## src/rtl/shenjing_pkg.sv

```systemverilog
// shenjing_pkg -- shared types and helpers for the neuron partial-sum path.
//   DEF_* widths  : default weight/address/membrane widths and derived psum width
//   psum_t/vmem_t : signed partial-sum and membrane-potential types at defaults
//   state_t       : psum_neuron control states
//   sat13/satV    : clamp a wide signed value into psum/vmem range
package shenjing_pkg;

  localparam int DEF_WEIGHT_WIDTH = 5;
  localparam int DEF_ADDR_WIDTH   = 7;
  localparam int DEF_VMEM_WIDTH   = 16;
  // Accumulating 2^ADDR_WIDTH weights grows the sum by ADDR_WIDTH bits, plus one for the neighbour add.
  localparam int DEF_PSUM_WIDTH   = DEF_WEIGHT_WIDTH + DEF_ADDR_WIDTH + 1;

  typedef logic signed [DEF_PSUM_WIDTH-1:0] psum_t;
  typedef logic signed [DEF_VMEM_WIDTH-1:0] vmem_t;

  typedef enum logic [2:0] {IDLE, WAIT_IN, COMBINE, SEND, SPIKE} state_t;

  localparam int PSUM_MAX = 2**(DEF_PSUM_WIDTH-1) - 1;
  localparam int PSUM_MIN = -(2**(DEF_PSUM_WIDTH-1));
  localparam int VMEM_MAX = 2**(DEF_VMEM_WIDTH-1) - 1;
  localparam int VMEM_MIN = -(2**(DEF_VMEM_WIDTH-1));

  function automatic psum_t sat13(input int x);
    if (x > PSUM_MAX)      return psum_t'(PSUM_MAX);
    else if (x < PSUM_MIN) return psum_t'(PSUM_MIN);
    else                   return psum_t'(x);
  endfunction

  function automatic vmem_t satV(input int x);
    if (x > VMEM_MAX)      return vmem_t'(VMEM_MAX);
    else if (x < VMEM_MIN) return vmem_t'(VMEM_MIN);
    else                   return vmem_t'(x);
  endfunction

endpackage

```

## src/rtl/psum_sat_add.sv

```systemverilog
// psum_sat_add -- combinational signed saturating adder.
//   a  : signed AW-bit operand
//   b  : signed BW-bit operand
//   y  : a + b clamped to the signed OW-bit range (never wraps)
// The sum is formed one bit wider than the widest operand so it is exact
// before clamping; OW must not exceed that width.
module psum_sat_add #(
  parameter int AW = 13,
  parameter int BW = 13,
  parameter int OW = 13
) (
  input  logic signed [AW-1:0] a,
  input  logic signed [BW-1:0] b,
  output logic signed [OW-1:0] y
);

  localparam int SW = ((AW > BW) ? AW : BW) + 1;
  localparam logic signed [SW-1:0] MAXV = {{(SW-OW+1){1'b0}}, {(OW-1){1'b1}}};
  localparam logic signed [SW-1:0] MINV = ~MAXV;

  logic signed [SW-1:0] sum;

  always_comb begin
    sum = SW'(a) + SW'(b);
    if (sum > MAXV)      y = OW'(MAXV);
    else if (sum < MINV) y = OW'(MINV);
    else                 y = OW'(sum);
  end

endmodule

```

## src/rtl/psum_neuron.sv

```systemverilog
// psum_neuron -- consumer end of the per-neuron accumulator.
// Captures the finished partial sum on the falling edge of start, optionally
// adds the upstream neighbour's sum, then forwards it downstream (last=0) or
// integrates it into a saturating membrane potential and fires (last=1).
// Ports:
//   clk, rstb                      : clock, async active-low reset (sync release)
//   start, psum_local              : accumulation window and running sum
//   use_in, last                   : static config while busy
//   psum_in_valid/ready, psum_in   : neighbour partial-sum link
//   psum_out_valid/ready, psum_out : forwarded partial-sum link
//   threshold                      : signed firing threshold
//   spike_valid/ready              : spike event link
//   vmem                           : registered membrane potential
//   overrun                        : sticky, window ended while busy
//   leak                           : only with PSUM_NEURON_LEAK_EN, unsigned per-update leak
module psum_neuron
  import shenjing_pkg::*;
#(
  parameter int WEIGHT_WIDTH = DEF_WEIGHT_WIDTH,
  parameter int ADDR_WIDTH   = DEF_ADDR_WIDTH,
  parameter int VMEM_WIDTH   = DEF_VMEM_WIDTH,
  localparam int PSUM_WIDTH  = WEIGHT_WIDTH + ADDR_WIDTH + 1
) (
  input  logic                         clk,
  input  logic                         rstb,
  input  logic                         start,
  input  logic signed [PSUM_WIDTH-1:0] psum_local,
  input  logic                         use_in,
  input  logic                         last,
  input  logic                         psum_in_valid,
  output logic                         psum_in_ready,
  input  logic signed [PSUM_WIDTH-1:0] psum_in,
  output logic                         psum_out_valid,
  input  logic                         psum_out_ready,
  output logic signed [PSUM_WIDTH-1:0] psum_out,
  input  logic signed [VMEM_WIDTH-1:0] threshold,
`ifdef PSUM_NEURON_LEAK_EN
  input  logic        [VMEM_WIDTH-1:0] leak,
`endif
  output logic                         spike_valid,
  input  logic                         spike_ready,
  output logic signed [VMEM_WIDTH-1:0] vmem,
  output logic                         overrun
);

  // Reset asserts immediately but releases on a clock edge.
  logic [1:0] rst_sync;
  logic       rst_n;

  always_ff @(posedge clk or negedge rstb) begin
    if (!rstb) rst_sync <= '0;
    else       rst_sync <= {rst_sync[0], 1'b1};
  end
  assign rst_n = rst_sync[1];

  state_t state, state_n;
  logic   start_q;
  logic   cap;
  logic   hs_in;
  logic   fire;

  logic signed [PSUM_WIDTH-1:0] acc_r;
  logic signed [PSUM_WIDTH-1:0] nb_sum;
  logic signed [VMEM_WIDTH+1:0] vm_addend;
  logic signed [VMEM_WIDTH-1:0] v_sum;

  // psum_local still holds the final sum on the edge where start drops.
  assign cap   = start_q & ~start;
  assign hs_in = psum_in_valid & psum_in_ready;
  assign fire  = (v_sum >= threshold);

  psum_sat_add #(.AW(PSUM_WIDTH), .BW(PSUM_WIDTH), .OW(PSUM_WIDTH)) u_nb_add (
    .a (acc_r),
    .b (psum_in),
    .y (nb_sum)
  );

  // Two extra bits keep acc_r - leak exact before the single saturation step.
  always_comb begin
`ifdef PSUM_NEURON_LEAK_EN
    vm_addend = (VMEM_WIDTH+2)'(acc_r) - $signed({2'b00, leak});
`else
    vm_addend = (VMEM_WIDTH+2)'(acc_r);
`endif
  end

  psum_sat_add #(.AW(VMEM_WIDTH), .BW(VMEM_WIDTH+2), .OW(VMEM_WIDTH)) u_vm_add (
    .a (vmem),
    .b (vm_addend),
    .y (v_sum)
  );

  always_comb begin
    state_n = state;
    case (state)
      IDLE:    if (cap) state_n = use_in ? WAIT_IN : COMBINE;
      WAIT_IN: if (hs_in) state_n = COMBINE;
      COMBINE: begin
        if (!last)     state_n = SEND;
        else if (fire) state_n = SPIKE;
        else           state_n = IDLE;
      end
      SEND:    if (psum_out_ready) state_n = IDLE;
      SPIKE:   if (spike_ready) state_n = IDLE;
      default: state_n = IDLE;
    endcase
  end

  always_ff @(posedge clk or negedge rst_n) begin
    if (!rst_n) begin
      state          <= IDLE;
      start_q        <= 1'b0;
      acc_r          <= '0;
      psum_out       <= '0;
      vmem           <= '0;
      overrun        <= 1'b0;
      psum_in_ready  <= 1'b0;
      psum_out_valid <= 1'b0;
      spike_valid    <= 1'b0;
    end else begin
      state          <= state_n;
      start_q        <= start;
      // Handshake outputs are registered copies of the state being entered.
      psum_in_ready  <= (state_n == WAIT_IN);
      psum_out_valid <= (state_n == SEND);
      spike_valid    <= (state_n == SPIKE);

      if (state == IDLE && cap)     acc_r <= psum_local;
      if (state == WAIT_IN && hs_in) acc_r <= nb_sum;

      if (state == COMBINE) begin
        if (!last)     psum_out <= acc_r;
        else if (fire) vmem     <= '0;
        else           vmem     <= v_sum;
      end

      // A window ending while busy is dropped; this includes the edge that
      // completes a SEND/SPIKE handshake.
      if (cap && state != IDLE) overrun <= 1'b1;
    end
  end

endmodule
```

## config.mk

```make
export PLATFORM = sky130hd
export DESIGN_NAME = psum_neuron
export DESIGN_NICKNAME = d
export VERILOG_FILES = /design/src/rtl/shenjing_pkg.sv /design/src/rtl/psum_sat_add.sv /design/src/rtl/psum_neuron.sv
export SDC_FILE = /design/constraint.sdc
export NUM_CORES = 1
export LEC_CHECK = 0
export CAP_MARGIN = 20
export CORE_ASPECT_RATIO = 1.4
export CORE_MARGIN = 2
export CORE_UTILIZATION = 45
export CTS_BUF_LIST = sky130_fd_sc_hd__clkbuf_16
export DETAILED_ROUTE_END_ITERATION = 6
export DONT_BUFFER_PORTS = 1
export SYNTH_ARGS = -nofsm -noshare
export SYNTH_HDL_FRONTEND = slang
export SYNTH_SLANG_ARGS = --single-unit
```

## constraint.sdc

```tcl
create_clock -name clk -period 1.5 [get_ports clk]
set_input_delay 0.45 -clock clk [delete_from_list [all_inputs] [get_ports clk]]
set_output_delay 0.45 -clock clk [all_outputs]
set_load 0.1 [all_outputs]
```

==> results.json <==
{
  "initial_core_util_pct": 46.1,
  "synth.distinct_cells": 59,
  "fmax_mhz": 245,
  "htreeDepth": 2,
  "clk_pin_slew_ns": 0.07,
  "fin_crit_sh_pct": 272,
  "reg2reg_to": "vmem[4]",
  "vias": 4165,
  "drive_gt1_share_pct": 50.1,
  "postRouteAntennaNets": 0,
  "reg2reg_slack_ns": -2.58,
  "num-fill-cells": 648,
  "core_area_sq_um": 8980,
  "num_io_pins": 83,
  "tightest_slew_ns": 0.754,
  "finish.net_count": 723,
  "top_usage_layer": "met2",
  "startpoint": "acc_r[0]",
  "outcome": "finished with violations",
  "place.port_buffers": 0,
  "overflow": 0,
  "netlist_area_sq_um": 4140,
  "clkSinkCount": 52,
  "die-area_sq_um": 9990,
  "synth_area_leader_cell": "dfrtp_1",
  "fin_setup_tns_ns": -64.41,
  "cts_tree": "built",
  "grt_pass1_vias": 4629,
  "required_ns": 1.68,
  "slew_violations": 0,
  "rows": 41,
  "synth_top_area_share_pct": 31.5,
  "cts_made_buffers": 5,
  "crit_path_end_kind": "flip-flop",
  "synth_mux_area_share_pct": 4.05,
  "synth_flop_cell": "dfrtp_1",
  "cts-root-buf": "clkbuf_16",
  "drtIter0Drc": 178,
  "globalRouteMet3Util_pct": 3.59,
  "dp.final_hpwl_mm": 9.81,
  "regToRegStartpoint": "acc_r[0]",
  "rsz0062_at_grt": "true",
  "syn_nets": 549,
  "clk_latency_ns": 0.30,
  "finClkSkew_ns": 0.00488,
  "worstPathArrival_ns": 4.26,
  "synth.area.top_cells": "dfrtp_1 31%, ha_1 14%, a21oi_1 5.1%, mux2_2 3.8%, nand2_1 3.4%",
  "clk_path_buf_depth": 2,
  "rr_worst_depth": 21,
  "antenna_found_initial": 0,
  "die_h_um": 117,
  "worstSetupStartpointType": "flip-flop",
  "dieWidth_um": 85.0,
  "ys_ff_latch": 52,
  "hold_violations": 0,
  "synth_top_family_by_area": "compound AO/OA/AOI/OAI gates",
  "wl_per_cell_um": 18.1,
  "worst-path-max-fanout": 3,
  "syn_avg_cell_area_sq_um": 9.15,
  "synth_commonest_cells": "52 x dfrtp_1, 45 x ha_1, 42 x a21oi_1",
  "synthCells": 452,
  "synthXorXnorAreaFrac_pct": 4.02,
  "hp-class": "flip-flop to async pin",
  "cp_cell_sequence": "ha_4 -> inv_2 -> fa_2 -> nor2b_1 -> o31a_1 -> o21ba_4 -> o211a_1 -> or3_4 -> a31oi_4 -> buf_4 -> o31ai_2 -> ha_1 -> a21oi_1 -> a21oi_1 -> nand2_1 -> a21oi_2 -> buf_4 -> nand2_4 -> nand3_2 -> nor2_1 -> a221o_1",
  "synthAdderAreaFrac_pct": 14.8,
  "fin_crit_ns": 4.08,
  "cpPeakStageDelay_ns": 0.43,
  "grtUsageTotal_pct": 27.2,
  "drc": 0,
  "seq_area_frac_synth_pct": 31.5,
  "yosysMostFrequentCell": "dfrtp_1",
  "grt_first_pass_wirelength_mm": 22.1,
  "maxCapViolations": 0,
  "use_met1_pct": 30.7,
  "finalSetupViolCount": 33,
  "gp_congestion": 0.851,
  "use_met2_pct": 49.8,
  "async_flop_share_pct": 100,
  "synth_warnings": 0,
  "violations": "setup timing",
  "totalWireLength_mm": 13.3,
  "grt_max_degree": 37,
  "synth-compound-area-share_pct": 25.0,
  "cpMaxStageDelayCell": "dfrtp_2",
  "routed_via_density": 5.67,
  "firstDrtPassIters": 4,
  "setup_slack_ns": -2.58,
  "diodes": 0,
  "yosys.area_share.simple_pct": 16.5,
  "syn_to_final_growth_pct": 60.1,
  "synth_edf_count": 0,
  "slew_headroom_pct": 49.5,
  "worstSetupPathType": "flip-flop to flip-flop"
}
## layout by cell type (no fill, tap or decap), types with 17 or more instances in the layout
cell type  instances
a21oi_1           31
buf_4            149
dfrtp_1           33
dfrtp_2           19
ha_1              28
inv_1             25
nand2_1           34
nand2b_1          18
nor2_1            17
o21ai_0           17
## worst max-delay path by stage
stage                           to  slack, ns
after CTS                  vmem[0]      -2.56
after global placement     vmem[4]      -2.65
after global routing       vmem[4]      -2.74
after detailed placement   vmem[4]      -2.72
final                      vmem[4]      -2.58
after floorplan           vmem[12]      -2.77
## stage by stage
step | setup WS, ns | area [sq um] | cells | utilization (%) | hold WS (ns)
2_1_floorplan | -2.77 | 4490 | 452 | - | 0.154
3_3_place_gp | -2.65 | 5800 | 698 | 64.6 | 0.154
3_5_place_dp | -2.72 | 5800 | 698 | 64.6 | 0.154
4_1_cts | -2.56 | 6420 | 729 | 71.5 | 0.171
5_1_grt | -2.74 | 6620 | 734 | 73.8 | 0.168
6_report | -2.58 | 6620 | 734 | 73.8 | 0.178
## routing by layer
layer	part of all wire, %	wire (um)	vias up
li1	-	-	2010
met1	38	5020	2014
met2	55	7320	110
met3	3.5	470	31
met4	3.7	487	0
met5	0	0	-
## state kept, by name (all words and copies together), names as in the netlist
name / count
state: 3
psum_out: 13
psum_out_valid: 1
rst_sync: 2
psum_in_ready: 1
start_q: 1
overrun: 1
spike_valid: 1
vmem: 16
acc_r: 13
## cells by family after synthesis
logic type / Yosys count
flip-flops: 52
adder cells (fa/ha/maj): 48
multiplexers: 15
XOR/XNOR: 19
buffers and inverters: 41
AO/OA/AOI/OAI: 147
AND/OR/NAND/NOR: 129
other: 1
## critical path, delay by kind of cell, from the launching register on
family	cells	cell delay, ns
and+or+nand+nor	6	0.69
buffers and inverters	3	0.34
AOI/OAI and AO/OA	9	1.78
DFF	1	0.43
adders and majority gates	3	0.71
## layout make-up
cell class                 count  area, sq um  area share (%)
multi-input combinational    360         3310            50.0
clock inverter                 3         15.0           0.227
sequential                    52         1330            20.0
clock buffer                   5          125            1.89
timing repair buffer         181         1610            24.4
inverter                      26         97.6            1.47
tap                          107          134            2.02
## repair_timing
item	CTS	global route
gates cloned	3	0
hold buffers	1	0
endpoints found under the hold margin	2	0
setup endpoints to repair	46	45
setup buffers	19	8
resized for setup	66	33
pin swaps	31	5
Power is not shown: default switching activity piles up to over one toggle a cycle in this logic, so the estimate is an artifact.
